### src/rtl/riscv_core_csr_pkg.sv
// riscv_core_csr_pkg
// Shared definitions for the machine-mode CSR/trap sequencer: FSM state type,
// SYSTEM opcode and funct3 encodings, fixed privileged instruction words and
// synchronous exception cause codes.
// No ports (package).

package riscv_core_csr_pkg;

  typedef enum logic [1:0] {
    ST_IDLE     = 2'd0,
    ST_SAVE     = 2'd1,
    ST_REDIRECT = 2'd2,
    ST_WFI      = 2'd3
  } trap_state_e;

  localparam logic [6:0] OPC_SYSTEM = 7'h73;

  localparam logic [2:0] F3_PRIV = 3'b000;
  localparam logic [2:0] F3_RSVD = 3'b100;

  localparam logic [31:0] INSTR_ECALL  = 32'h0000_0073;
  localparam logic [31:0] INSTR_EBREAK = 32'h0010_0073;
  localparam logic [31:0] INSTR_MRET   = 32'h3020_0073;
  localparam logic [31:0] INSTR_WFI    = 32'h1050_0073;

  localparam logic [3:0] EXC_ILLEGAL_INSTR = 4'd2;
  localparam logic [3:0] EXC_BREAKPOINT    = 4'd3;
  localparam logic [3:0] EXC_ECALL_M       = 4'd11;

  // CSRRW/CSRRWI always write; the set/clear forms only write with a
  // non-zero rs1/uimm (the field sits in the same bits for both forms).
  function automatic logic csr_op_writes(input logic [2:0] f3, input logic [4:0] rs1);
    return (f3[1:0] == 2'b01) | (f3[1] & (rs1 != 5'd0));
  endfunction

endpackage

### src/rtl/riscv_core_csr_irq_prio_enc.sv
// riscv_core_csr_irq_prio_enc
// Priority encoder over the masked interrupt vector; the highest set index wins.
// Ports:
//   req  in   NUM_IRQ  pending & enabled interrupt lines
//   any  out  1        at least one line set
//   idx  out  IDX_W    index of the highest set line (0 when none)

module riscv_core_csr_irq_prio_enc
  import riscv_core_csr_pkg::*;
#(
  parameter int NUM_IRQ = 16,
  parameter int IDX_W   = (NUM_IRQ > 1) ? $clog2(NUM_IRQ) : 1
) (
  input  logic [NUM_IRQ-1:0] req,
  output logic               any,
  output logic [IDX_W-1:0]   idx
);

  assign any = |req;

  // Ascending scan: later (higher) hits overwrite earlier ones.
  always_comb begin
    idx = '0;
    for (int i = 0; i < NUM_IRQ; i++) begin
      if (req[i]) idx = IDX_W'(i);
    end
  end

endmodule

### src/rtl/riscv_core_csr_trap_sequencer.sv
// riscv_core_csr_trap_sequencer
// Decodes SYSTEM instructions in execute and sequences M-mode trap entry,
// MRET return and WFI sleep; drives CSR-file write strobes and PC redirect.
// Optional feature macro: RISCV_CSR_VECTORED_EN (vectored interrupt targets
// when mtvec[1:0]==01; without it mtvec[1:0] is ignored).
// Ports:
//   i_clk, i_rst_n                 clock, async active-low reset
//   i_valid, i_instr, i_pc         instruction in execute
//   i_mtvec, i_mepc, i_mstatus_mie CSR values
//   i_irq_pending, i_irq_enable    mip / mie bits
//   o_stall                        hold fetch/decode/execute (comb)
//   o_redirect, o_redirect_pc      1-cycle flush + PC load (registered)
//   o_mepc_wen/_wdata              1-cycle mepc write (registered)
//   o_mcause_wen/_wdata            1-cycle mcause write (registered)
//   o_mstatus_trap, o_mstatus_mret mstatus MIE/MPIE update pulses (registered)
//   o_csr_wen                      legal CSR op that writes (comb)
//   o_illegal                      illegal SYSTEM instruction (comb)
//
// state    | meaning
// ST_IDLE  | decode live instruction, launch trap / mret / wfi
// ST_SAVE  | mepc/mcause write + mstatus trap pulse, ignores inputs
// ST_REDIRECT | redirect pulse to trap vector or mepc, ignores inputs
// ST_WFI   | sleeping until an enabled interrupt is pending

module riscv_core_csr_trap_sequencer
  import riscv_core_csr_pkg::*;
#(
  parameter int XLEN    = 64,
  parameter int NUM_IRQ = 16
) (
  input  logic               i_clk,
  input  logic               i_rst_n,
  input  logic               i_valid,
  input  logic [31:0]        i_instr,
  input  logic [XLEN-1:0]    i_pc,
  input  logic [XLEN-1:0]    i_mtvec,
  input  logic [XLEN-1:0]    i_mepc,
  input  logic               i_mstatus_mie,
  input  logic [NUM_IRQ-1:0] i_irq_pending,
  input  logic [NUM_IRQ-1:0] i_irq_enable,
  output logic               o_stall,
  output logic               o_redirect,
  output logic [XLEN-1:0]    o_redirect_pc,
  output logic               o_mepc_wen,
  output logic [XLEN-1:0]    o_mepc_wdata,
  output logic               o_mcause_wen,
  output logic [XLEN-1:0]    o_mcause_wdata,
  output logic               o_mstatus_trap,
  output logic               o_mstatus_mret,
  output logic               o_csr_wen,
  output logic               o_illegal
);

  localparam int IRQ_W = (NUM_IRQ > 1) ? $clog2(NUM_IRQ) : 1;

  trap_state_e state;
  logic [XLEN-1:0] cap_pc;
  logic [XLEN-1:0] cap_target;

  // Decode
  logic [2:0] f3;
  logic       is_system, is_ecall, is_ebreak, is_mret, is_wfi;
  logic       is_csr, csr_write, illegal_dec;

  assign f3        = i_instr[14:12];
  assign is_system = (i_instr[6:0] == OPC_SYSTEM);
  assign is_ecall  = (i_instr == INSTR_ECALL);
  assign is_ebreak = (i_instr == INSTR_EBREAK);
  assign is_mret   = (i_instr == INSTR_MRET);
  assign is_wfi    = (i_instr == INSTR_WFI);
  assign is_csr    = is_system & (f3 != F3_PRIV) & (f3 != F3_RSVD);
  assign csr_write = csr_op_writes(f3, i_instr[19:15]);

  // csr[11:10]==11 marks the read-only CSR space.
  assign illegal_dec = is_system &
                       (((f3 == F3_PRIV) & ~(is_ecall | is_ebreak | is_mret | is_wfi)) |
                        (f3 == F3_RSVD) |
                        (is_csr & csr_write & (i_instr[31:30] == 2'b11)));

  // Interrupts
  logic             irq_any;
  logic [IRQ_W-1:0] irq_idx;
  logic             irq_take;

  riscv_core_csr_irq_prio_enc #(
    .NUM_IRQ (NUM_IRQ),
    .IDX_W   (IRQ_W)
  ) u_irq_prio_enc (
    .req (i_irq_pending & i_irq_enable),
    .any (irq_any),
    .idx (irq_idx)
  );

  assign irq_take = i_mstatus_mie & irq_any;

  // Causes and targets
  logic [3:0]      exc_code;
  logic [XLEN-1:0] exc_cause, irq_cause;
  logic [XLEN-1:0] vec_base, irq_target, pc_plus4;
  logic            trap_evt, idle;

  assign exc_code  = illegal_dec ? EXC_ILLEGAL_INSTR :
                     is_ebreak   ? EXC_BREAKPOINT    : EXC_ECALL_M;
  assign exc_cause = XLEN'(exc_code);
  assign irq_cause = {1'b1, (XLEN-1)'(irq_idx)};
  assign vec_base  = {i_mtvec[XLEN-1:2], 2'b00};
  assign pc_plus4  = i_pc + XLEN'(4);

`ifdef RISCV_CSR_VECTORED_EN
  assign irq_target = (i_mtvec[1:0] == 2'b01) ? vec_base + (XLEN'(irq_idx) << 2) : vec_base;
`else
  logic unused_mtvec_mode;
  assign unused_mtvec_mode = ^i_mtvec[1:0];
  assign irq_target = vec_base;
`endif

  assign idle     = (state == ST_IDLE);
  assign trap_evt = irq_take | illegal_dec | is_ebreak | is_ecall;

  // Combinational outputs are held quiet while reset is asserted.
  assign o_illegal = i_rst_n & i_valid & illegal_dec;
  // An interrupt taken on this instruction means it does not retire.
  assign o_csr_wen = i_rst_n & idle & i_valid & is_csr & csr_write & ~illegal_dec & ~irq_take;
  // In WFI the stall drops on the wake cycle when interrupts are globally
  // off so the pipeline steps past the WFI instead of re-decoding it.
  assign o_stall   = i_rst_n &
                     ((idle & i_valid & (trap_evt | is_mret | is_wfi)) |
                      (state == ST_SAVE) |
                      ((state == ST_WFI) & ~(irq_any & ~i_mstatus_mie)));

  always_ff @(posedge i_clk or negedge i_rst_n) begin
    if (!i_rst_n) begin
      state          <= ST_IDLE;
      cap_pc         <= '0;
      cap_target     <= '0;
      o_redirect     <= 1'b0;
      o_redirect_pc  <= '0;
      o_mepc_wen     <= 1'b0;
      o_mepc_wdata   <= '0;
      o_mcause_wen   <= 1'b0;
      o_mcause_wdata <= '0;
      o_mstatus_trap <= 1'b0;
      o_mstatus_mret <= 1'b0;
    end else begin
      o_redirect     <= 1'b0;
      o_mepc_wen     <= 1'b0;
      o_mcause_wen   <= 1'b0;
      o_mstatus_trap <= 1'b0;
      o_mstatus_mret <= 1'b0;
      case (state)
        ST_IDLE: begin
          if (i_valid) begin
            if (trap_evt) begin
              state          <= ST_SAVE;
              o_mepc_wen     <= 1'b1;
              o_mepc_wdata   <= i_pc;
              o_mcause_wen   <= 1'b1;
              o_mcause_wdata <= irq_take ? irq_cause : exc_cause;
              o_mstatus_trap <= 1'b1;
              cap_target     <= irq_take ? irq_target : vec_base;
            end else if (is_mret) begin
              state          <= ST_REDIRECT;
              o_redirect     <= 1'b1;
              o_redirect_pc  <= i_mepc;
              o_mstatus_mret <= 1'b1;
            end else if (is_wfi) begin
              state  <= ST_WFI;
              cap_pc <= pc_plus4;
            end
          end
        end
        ST_SAVE: begin
          state         <= ST_REDIRECT;
          o_redirect    <= 1'b1;
          o_redirect_pc <= cap_target;
        end
        ST_REDIRECT: begin
          state <= ST_IDLE;
        end
        ST_WFI: begin
          if (irq_any) begin
            if (i_mstatus_mie) begin
              state          <= ST_SAVE;
              o_mepc_wen     <= 1'b1;
              o_mepc_wdata   <= cap_pc;
              o_mcause_wen   <= 1'b1;
              o_mcause_wdata <= irq_cause;
              o_mstatus_trap <= 1'b1;
              cap_target     <= irq_target;
            end else begin
              state <= ST_IDLE;
            end
          end
        end
        default: state <= ST_IDLE;
      endcase
    end
  end

endmodule

### config.mk
export PLATFORM = sky130hd
export DESIGN_NAME = riscv_core_csr_trap_sequencer
export DESIGN_NICKNAME = d
export VERILOG_FILES = /design/src/rtl/riscv_core_csr_pkg.sv /design/src/rtl/riscv_core_csr_irq_prio_enc.sv /design/src/rtl/riscv_core_csr_trap_sequencer.sv
export SDC_FILE = /design/constraint.sdc
export NUM_CORES = 1
export LEC_CHECK = 0
export CORE_MARGIN = 4
export CORE_UTILIZATION = 30
export CTS_CLUSTER_SIZE = 25
export DETAILED_ROUTE_END_ITERATION = 8
export PLACE_DENSITY = 0.63
export SYNTH_ARGS = -nofsm -noshare
export SYNTH_HDL_FRONTEND = slang
export SYNTH_SLANG_ARGS = --single-unit
### constraint.sdc
create_clock -name i_clk -period 3.9 [get_ports i_clk]
set_input_delay 0.78 -clock i_clk [delete_from_list [all_inputs] [get_ports i_clk]]
set_output_delay 0.78 -clock i_clk [all_outputs]
set_load 0.01 [all_outputs]
# After elaboration in Yosys (flattened, before gate mapping)
# Cells that the tools add are included.
# word_totals
input_bits	260
latch_bits	0
register_bits	325
word_cells	136
ramBits	0
mem_count	0
rom_bits	0
out_inout_bits	200
# op_classes
div	0
n_reduce_logical	11
n_lt_le_gt_ge	0
muxes	54
addsub	1
n_bitwise	42
n_eq_ne	19
multipliers	0
n_shift	0
# op_table
op	count
64-bit two-way mux	16
64-bit one-hot mux with 2 select lines	4
64-bit by 3-bit adder with 64-bit output (second input constant)	1
4-bit two-way mux	10
32-bit by 21-bit == test with 1-bit output (second input constant)	1
32-bit by 29-bit == test with 1-bit output (second input constant)	1
32-bit by 30-bit == test with 1-bit output (second input constant)	1
32-bit by 7-bit == test with 1-bit output (second input constant)	1
1-bit bitwise AND	21
16-bit bitwise AND	1
16-bit OR reduction	1
2-bit two-way mux	7
1-bit bitwise OR	13
3-bit two-way mux	4
2-bit != test (second input constant)	6
1-bit two-way mux	10
5-bit AND reduction	2
2-bit one-hot mux with 4 select lines	1
7-bit == test (second input constant)	1
1-bit NOT	7
2-bit == test (second input constant)	3
5-bit nonzero test	1
2-bit by 1-bit == test with 1-bit output (second input constant)	2
4-bit != test (second input constant)	1
9 further kinds	11

# Logic depth before layout (Yosys ltp)
# Gate-level depths: netlist (run 1).
# depth
ltp_word	20
depth_mapped	11
ltp_nobuf	7

# Hierarchy
# From an unflattened synthesis (run 1), not the netlist that was laid out.
# hier_totals
cells_unflattened	1235
hier_area_um2	13755.7
# modules_own_cells
mod	seq_area_each_um2	cells_each	instances	area_per_inst_um2
riscv_core_csr_trap_sequencer	6606.3	1207	1	13585.5
riscv_core_csr_irq_prio_enc	0.0	28	1	170.2

# Worst setup path after synthesis (run 1)
# OpenSTA, ideal clock, no wires.
# synth_timing
kind	in2out
start	in i_instr[2]
end	out o_stall
path_slack_ns	0.724
n_path_buf	0
t_arrival_ns	2.396
path_stages	7
t_required_ns	3.120
cell_sequence	nand4b_1 > or3_4 > nor4b_1 > nor3b_2 > nor2_1 > a21oi_1 > o31a_1
# synth_via
elab_chain_len	18
elab_cells_between_ends	26
classes_between	5 x eq/ne; 21 x bitwise
# synth_rtl
element	line_no	source
start: declaration	riscv_core_csr_trap_sequencer.sv:34	input logic [31:0] i_instr,
32-bit by 7-bit == test with 1-bit output / 32-bit by 21-bit == test with 1-bit output (equally long branches)	riscv_core_csr_trap_sequencer.sv:67, riscv_core_csr_trap_sequencer.sv:68	
1-bit bitwise OR (3 in a row)	riscv_core_csr_trap_sequencer.sv:76	(((f3 == F3_PRIV) & ~(is_ecall | is_ebreak | is_mret | is_wfi)) |
1-bit NOT	riscv_core_csr_trap_sequencer.sv:76	
1-bit bitwise AND	riscv_core_csr_trap_sequencer.sv:76	
1-bit bitwise OR	riscv_core_csr_trap_sequencer.sv:76	
1-bit bitwise OR	riscv_core_csr_trap_sequencer.sv:77	(f3 == F3_RSVD) |
1-bit bitwise AND	riscv_core_csr_trap_sequencer.sv:75	assign illegal_dec = is_system &
1-bit bitwise OR (3 in a row)	riscv_core_csr_trap_sequencer.sv:118	assign trap_evt = irq_take | illegal_dec | is_ebreak | is_ecall;
1-bit bitwise OR	riscv_core_csr_trap_sequencer.sv:127	((idle & i_valid & (trap_evt | is_mret | is_wfi)) |
1-bit bitwise OR (*)	riscv_core_csr_trap_sequencer.sv:127	
1-bit bitwise AND (*)	riscv_core_csr_trap_sequencer.sv:127	
1-bit bitwise OR (*)	riscv_core_csr_trap_sequencer.sv:127	
1-bit bitwise OR (*)	riscv_core_csr_trap_sequencer.sv:128	(state == ST_SAVE) |
1-bit bitwise AND (*)	riscv_core_csr_trap_sequencer.sv:126	assign o_stall = i_rst_n &
end: declaration	riscv_core_csr_trap_sequencer.sv:41	output logic o_stall,
# Every way passes the cells marked *; elsewhere a longest branch is shown, timed or not.

# Worst setup path in the final report (run 1)
# layout_timing
start	in i_instr[7]
end	out o_csr_wen
# layout_via
elab_chain_len	12
elab_cells_between_ends	15
classes_between	4 x eq/ne; 11 x bitwise
# layout_rtl
element	line_no	source
32-bit by 7-bit == test with 1-bit output / 32-bit by 21-bit == test with 1-bit output (equally long branches)	riscv_core_csr_trap_sequencer.sv:67, riscv_core_csr_trap_sequencer.sv:68	
1-bit bitwise OR (2 in a row)	riscv_core_csr_trap_sequencer.sv:76	
1-bit bitwise OR (*)	riscv_core_csr_trap_sequencer.sv:76	
1-bit NOT (*)	riscv_core_csr_trap_sequencer.sv:76	
1-bit bitwise AND (*)	riscv_core_csr_trap_sequencer.sv:76	
1-bit bitwise OR (*)	riscv_core_csr_trap_sequencer.sv:76	
1-bit bitwise OR (*)	riscv_core_csr_trap_sequencer.sv:77	
1-bit bitwise AND (*)	riscv_core_csr_trap_sequencer.sv:75	
1-bit NOT (*)	riscv_core_csr_trap_sequencer.sv:123	assign o_csr_wen = i_rst_n & idle & i_valid & is_csr & csr_write & ~illegal_dec & ~irq_take;
1-bit bitwise AND (*) (2 in a row)	riscv_core_csr_trap_sequencer.sv:123	
end: declaration	riscv_core_csr_trap_sequencer.sv:50	output logic o_csr_wen,
# Marked as above.

==> out/metrics.yaml, run 1 <==
dp_slack_ns: -0.204
r2r_start: "state[0]"
yosys.area.top_type: "dfrtp_1"
dr.pass1.iters: 4
drc: 0
syn_to_final_growth_pct: 42.3
ys_seq_area_share_pct: 49.5
clkLatencyLatePin_ns: 0.56
crit_type: "input port to output port"
slew_violations: 0
crit_fanout: 5
final.setup.tns_ns: 0
synth_area_leaders: "dfrtp_1 50%, mux2i_1 9.8%, o21ai_0 7.2%"
p_leak_nw: 7.99
crit_chain: "clkdlybuf4s50_1 > nor4_4 > nand4_1 > a211oi_2 > o221ai_2 > buf_4 > nor3_1 > dlygate4sd2_1"
grt_overflow_total: 0
fin_crit_ns: 3.69
yosys.area_share.simple_pct: 10.4
reg2reg_depth: 9
placed_area_mm2: 0.0180
num_rows: 77
die_width_um: 219
first_iter_violations: 580
rsz0062_at_grt: "no"
slowest_delay_ns: 0.45
post_drt_wl_per_cell_um: 17.8
slew_headroom_pct: 38.3
grt_max_degree: 129
final_layout_size_suffix_gt1_share_pct: 8.58
dp_hpwl_mm: 29.0
end_kind: "output port"
wl_mm: 40.7
setup_ws_ns: 0.210
antenna_found_initial: 4
synth_top_family_by_area: "multiplexers"
globalplace.congestion: 0.836
n_fill_cell: 4333
hold_slack_ns: 0.431
yosys_warnings: 0
min_period_over_period_pct: 94.6
crit_required_ns: 3.12
synth_top_area_share_pct: 49.5
grt_util_all_layers_pct: 16.0
cp.arrival_ns: 2.91
cts_sinks: 264
crit_path_top_delay_cell: "clkdlybuf4s50_1"
syn_area_per_cell_um2: 10.4
port_buffers: 398
finalNetCount: 1932
clockBufferDepth: 3
cts_tree: "yes"
hp-class: "input port to asynchronous set/reset pin"
synth-seq-cells: 264
finalPower_mw: 11.7
core_mm2: 0.0441
num_io_pins: 460
setup_violations: 0
synthXorXnorAreaFrac_pct: 3.94
synth_area_mm2: 0.0133
die-area_mm2: 0.0479
grt_pass1_wl_mm: 62.6
num_vias: 11000
grt_pass1_vias: 11100
final_cell_area_mm2: 0.0190
status: "finished clean"
synth-adder-area-share_pct: 0.375
cts_root_buf: "clkbuf_16"
clk_pin_slew_worst_paths_ns: 0.05
async_flop_share_pct: 100
route.antenna.remaining_nets: 0
cap_violations: 0
powerDensity_mw_per_mm2: 617
numCtsBuffers: 30
synth_edf_count: 0
hold_buffers: 0
worstMarginPinSlew_ns: 0.925
reg2reg_slack_ns: 0.94
synthFlopType: "dfrtp_1"
ir_worst_vdd_v: 0.000305
synthMuxAreaShare_pct: 15.7
viasPerCell: 4.80
initial_core_util_pct: 30.2
fmax_mhz: 271
netlist_instances: 1279
finClkSkew_ns: 0.0123
synthDistinctLibCells: 57
fp.dieH_um: 219
synth-compound-area-share_pct: 13.6
worstReg2RegEnd: "o_redirect_pc[14]"
crit_path_start_kind: "input port"
hold_viol: 0
htree_levels: 1
[state kept, by name, indices dropped and copies added (netlist names)]
| signal | flops |
|---|---|
| cap_pc | 64 |
| o_mstatus_mret | 1 |
| o_redirect | 1 |
| o_mstatus_trap | 1 |
| state | 2 |
| o_redirect_pc | 64 |
| cap_target | 62 |
| o_mepc_wdata | 64 |
| o_mcause_wdata | 5 |
[cell families (layout without fill, tap and decap cells)]
kind of cell / count (synthesis) / count (layout)
other: 1 / 60
and+or+nand+nor: 301 / 301
adders and majority gates: 4 / 4
muxes: 199 / 199
DFF: 264 / 264
xor gates and xnor gates: 60 / 60
buffers and inverters: 157 / 509
AOI/OAI and AO/OA: 293 / 293
[worst max-delay path: cells and delay by family]
kind	cells	cell delay, ns
buf+inv	3	0.95
simple gates	3	0.68
compound gates	2	0.49
[routing by layer]
metal  up-vias  track usage [%]  part of all wire, %
li1       5262                -                    -
met1      5317             20.4                   43
met2       312             26.6                   47
met3        53             5.26                  8.5
met4         6             3.60                  2.0
met5         -                0                 0.10
[cell type report]
cell class,instances,area [um2],share of cell area (%)
well taps,592,741,3.90
inverters,13,48.8,0.257
multi-input cells,916,6180,32.5
diodes,1,2.50,0.0132
clock inverters,7,113,0.593
clock buffers,46,892,4.70
flip-flops and latches,264,6610,34.8
repair buffers,443,4410,23.2
[Yosys cell counts (all sizes together) (2+ instances only)]
master and count:
a21o 2, a21oi 3, a22oi 9, a31o 2, a31oi 3, a32oi 63, and3 10, and4 5
buf 86, clkbuf 58, dfrtp 264, ha 4, inv 13, mux2 69, mux2i 130, nand2 168
nand2b 4, nand3 33, nand4 16, nand4b 2, nor2 33, nor2b 2, nor3 9, nor4 6
nor4b 2, o21ai 193, o221ai 2, o22a 2, o22ai 2, o31a 2, or3 6, xnor2 37
xor2 23
[how the worst max path moves through the flow]
stage	end	slack, ns	startpoint
6_report	o_csr_wen	0.21	i_instr[7]
4_1_cts	o_stall	0.08	i_instr[29]
3_3_place_gp	o_stall	-0.23	i_instr[9]
3_5_place_dp	o_stall	-0.20	i_instr[29]
2_1_floorplan	o_stall	0.72	i_instr[2]
5_1_grt	o_stall	0.02	i_instr[7]
[layout by cell type, fill, tap and decap left out, drive strengths merged, types with 13 or more instances in the layout]
| cell | count |
|---|---|
| nand4 | 16 |
| inv | 13 |
| nor2 | 33 |
| dfrtp | 264 |
| o21ai | 193 |
| nand3 | 33 |
| xor2 | 23 |
| mux2i | 130 |
| buf | 46 |
| clkbuf | 47 |
| mux2 | 69 |
| nand2 | 168 |
| conb | 59 |
| clkdlybuf4s50 | 394 |
| a32oi | 63 |
| xnor2 | 37 |
[what timing repair did]
action,in CTS,in global routing
endpoints found under the setup margin,3,1
resized for setup,6,4
endpoints found under the hold margin,0,0
buffers inserted,0,1
pin swaps,0,4
[report_power, final]
group          switching [mW]  internal (mW)
logic                    2.17           2.38
registers               0.582           3.71
clock network            1.12           1.76
total                    3.87           7.85
[metrics by stage]
| step | util (%) | instances |
|---|---|---|
| after CTS | 43.0 | 2280 |
| after global placement | 40.7 | 2227 |
| after global routing | 43.0 | 2281 |
| after detailed placement | 40.7 | 2227 |
| after floorplan | - | 1337 |
| final | 43.0 | 2282 |
Note: power is estimated with default switching activity, not from simulation.
==> run 2: changes to the inputs <==
PLACE_DENSITY = default   (was 0.63)
==> out/metrics.yaml, run 2 (synthesized netlist as in run 1, its figures left out) <==
initial_core_util_pct: 30.2
dp_slack_ns: -0.253
gr-usage-met3_pct: 6.41
worstMarginPinSlew_ns: 0.970
slew_violations: 0
hp-class: "input port to asynchronous set/reset pin"
r2r_start: "state[1]"
crit_type: "input port to output port"
grt_pass1_wl_mm: 64.8
busiest_layer: "met2"
finalPower_mw: 11.8
die_width_um: 219
slew_headroom_pct: 35.3
cp.arrival_ns: 3.01
slowest_delay_ns: 0.41
cp_num_buf_inv: 2
crit_path_top_delay_cell: "or3_4"
crit_required_ns: 3.12
grt.met1_usage_pct: 21.3
clk_pin_slew_worst_paths_ns: 0.06
finClkSkew_ns: 0.0312
cap_violations: 0
min_period_over_period_pct: 97.3
reg2reg_slack_ns: 1.46
status: "finished clean"
antenna_found_initial: 11
crit_chain: "clkdlybuf4s50_1 > nand4b_1 > or3_4 > a311o_1 > o221ai_2 > nor2_2 > a21oi_1 > o31a_1 > dlygate4sd2_1"
dr.pass1.iters: 7
first_iter_violations: 673
grt_util_all_layers_pct: 17.0
port_buffers: 398
post_drt_wl_per_cell_um: 18.4
core_mm2: 0.0441
route.antenna.remaining_nets: 0
reg2reg_depth: 7
num_vias: 11000
ir_worst_vdd_v: 0.000377
fp.dieH_um: 219
end_kind: "output port"
htree_levels: 2
num_io_pins: 460
cp_top_family: "compound AO/OA/AOI/OAI gates"
dp.cells: 2227
crit_fanout: 5
crit_path_start_kind: "input port"
comb_power_share_pct: 38.3
p_int_mw: 7.88
cts_sinks: 264
num_rows: 77
syn_to_final_growth_pct: 42.4
grtUsageMet2_pct: 27.6
layout_commonest_cell: "clkdlybuf4s50_1"
cts_tree: "yes"
grt_pass1_vias: 11100
setup_ws_ns: 0.105
final_cell_mix: "394 x clkdlybuf4s50_1, 264 x dfrtp_1, 192 x o21ai_0"
grt_overflow_total: 0
stdcell_count: 2284
cts_root_buf: "clkbuf_16"
post_cts_buffers: 0
powerDensity_mw_per_mm2: 621
grt_max_degree: 137
wl_mm: 42.0
p_clk_share_pct: 25.2
switching_power_mw: 3.91
hold_slack_ns: 0.0982
hold_viol: 0
numCtsBuffers: 35
final_layout_size_suffix_gt1_share_pct: 8.41
clkLatencyLatePin_ns: 0.53
reg.largest.list: "cap_pc x64, o_mepc_wdata x64, o_redirect_pc x64"
setup_violations: 0
p_leak_nw: 7.99
finalNetCount: 1936
die-area_mm2: 0.0479
p_seq_share_pct: 36.5
clockBufferDepth: 3
netSwitchingFraction_pct: 33.2
viasPerCell: 4.80
rsz0062_at_grt: "no"
dp_hpwl_mm: 30.2
globalplace.congestion: 0.824
drc: 0
fin_crit_ns: 3.79
worstReg2RegEnd: "cap_pc[45]"
fin_util_pct: 43.1
fmax_mhz: 264
==> run 2: timing repair <==
action | CTS | global route
hold buffers | 0 | 0
pin swaps | 0 | 3
resized for setup | 6 | 4
setup endpoints to repair | 3 | 1
==> run 2: worst max-delay path by stage <==
| stage | start | to | cells past startpoint |
|---|---|---|---|
| after floorplan | i_instr[2] | o_stall | 7 |
| after global placement | i_instr[8] | o_stall | 9 |
| after detailed placement | i_instr[9] | o_stall | 9 |
| after CTS | i_irq_pending[12] | o_stall | 9 |
| after global routing | i_instr[2] | o_stall | 9 |
| final | i_instr[2] | o_stall | 9 |
==> run 2: metal layers <==
layer	wire, um	vias to the layer above	part of all wire [%]
met1	17700	5303	42
met5	115	-	0.27
met4	922	16	2.2
met3	3610	70	8.6
met2	19700	312	47
li1	-	5261	-
==> run 2: layout make-up <==
class                           count  area [um2]
Fill cell                        4328       25100
Sequential cell                   264        6610
Multi-Input combinational cell    916        6190
Timing Repair Buffer              442        4390
Clock buffer                       50         952
Tap cell                          592         741
Clock inverter                      4        73.8
Inverter                           13        48.8
Antenna cell                        3        7.51
==> run 2: metrics by stage <==
| stage | setup TNS, ns | instance area (um2) |
|---|---|---|
| final | 0 | 19000 |
| after detailed placement | -0.447 | 17900 |
| after global routing | 0 | 19000 |
| after floorplan | 0 | 13600 |
| after global placement | -0.357 | 17900 |
| after CTS | 0 | 19000 |
==> run 2: power groups by stage <==
stage	clock network [mW]	registers [mW]	logic, mW
final	2.97	4.30	4.52
after global routing	3.19	4.43	4.97
after CTS	3.08	4.31	4.59
after detailed placement	0	4.35	4.58
after global placement	0	4.31	4.51
after floorplan	0	4.50	2.08
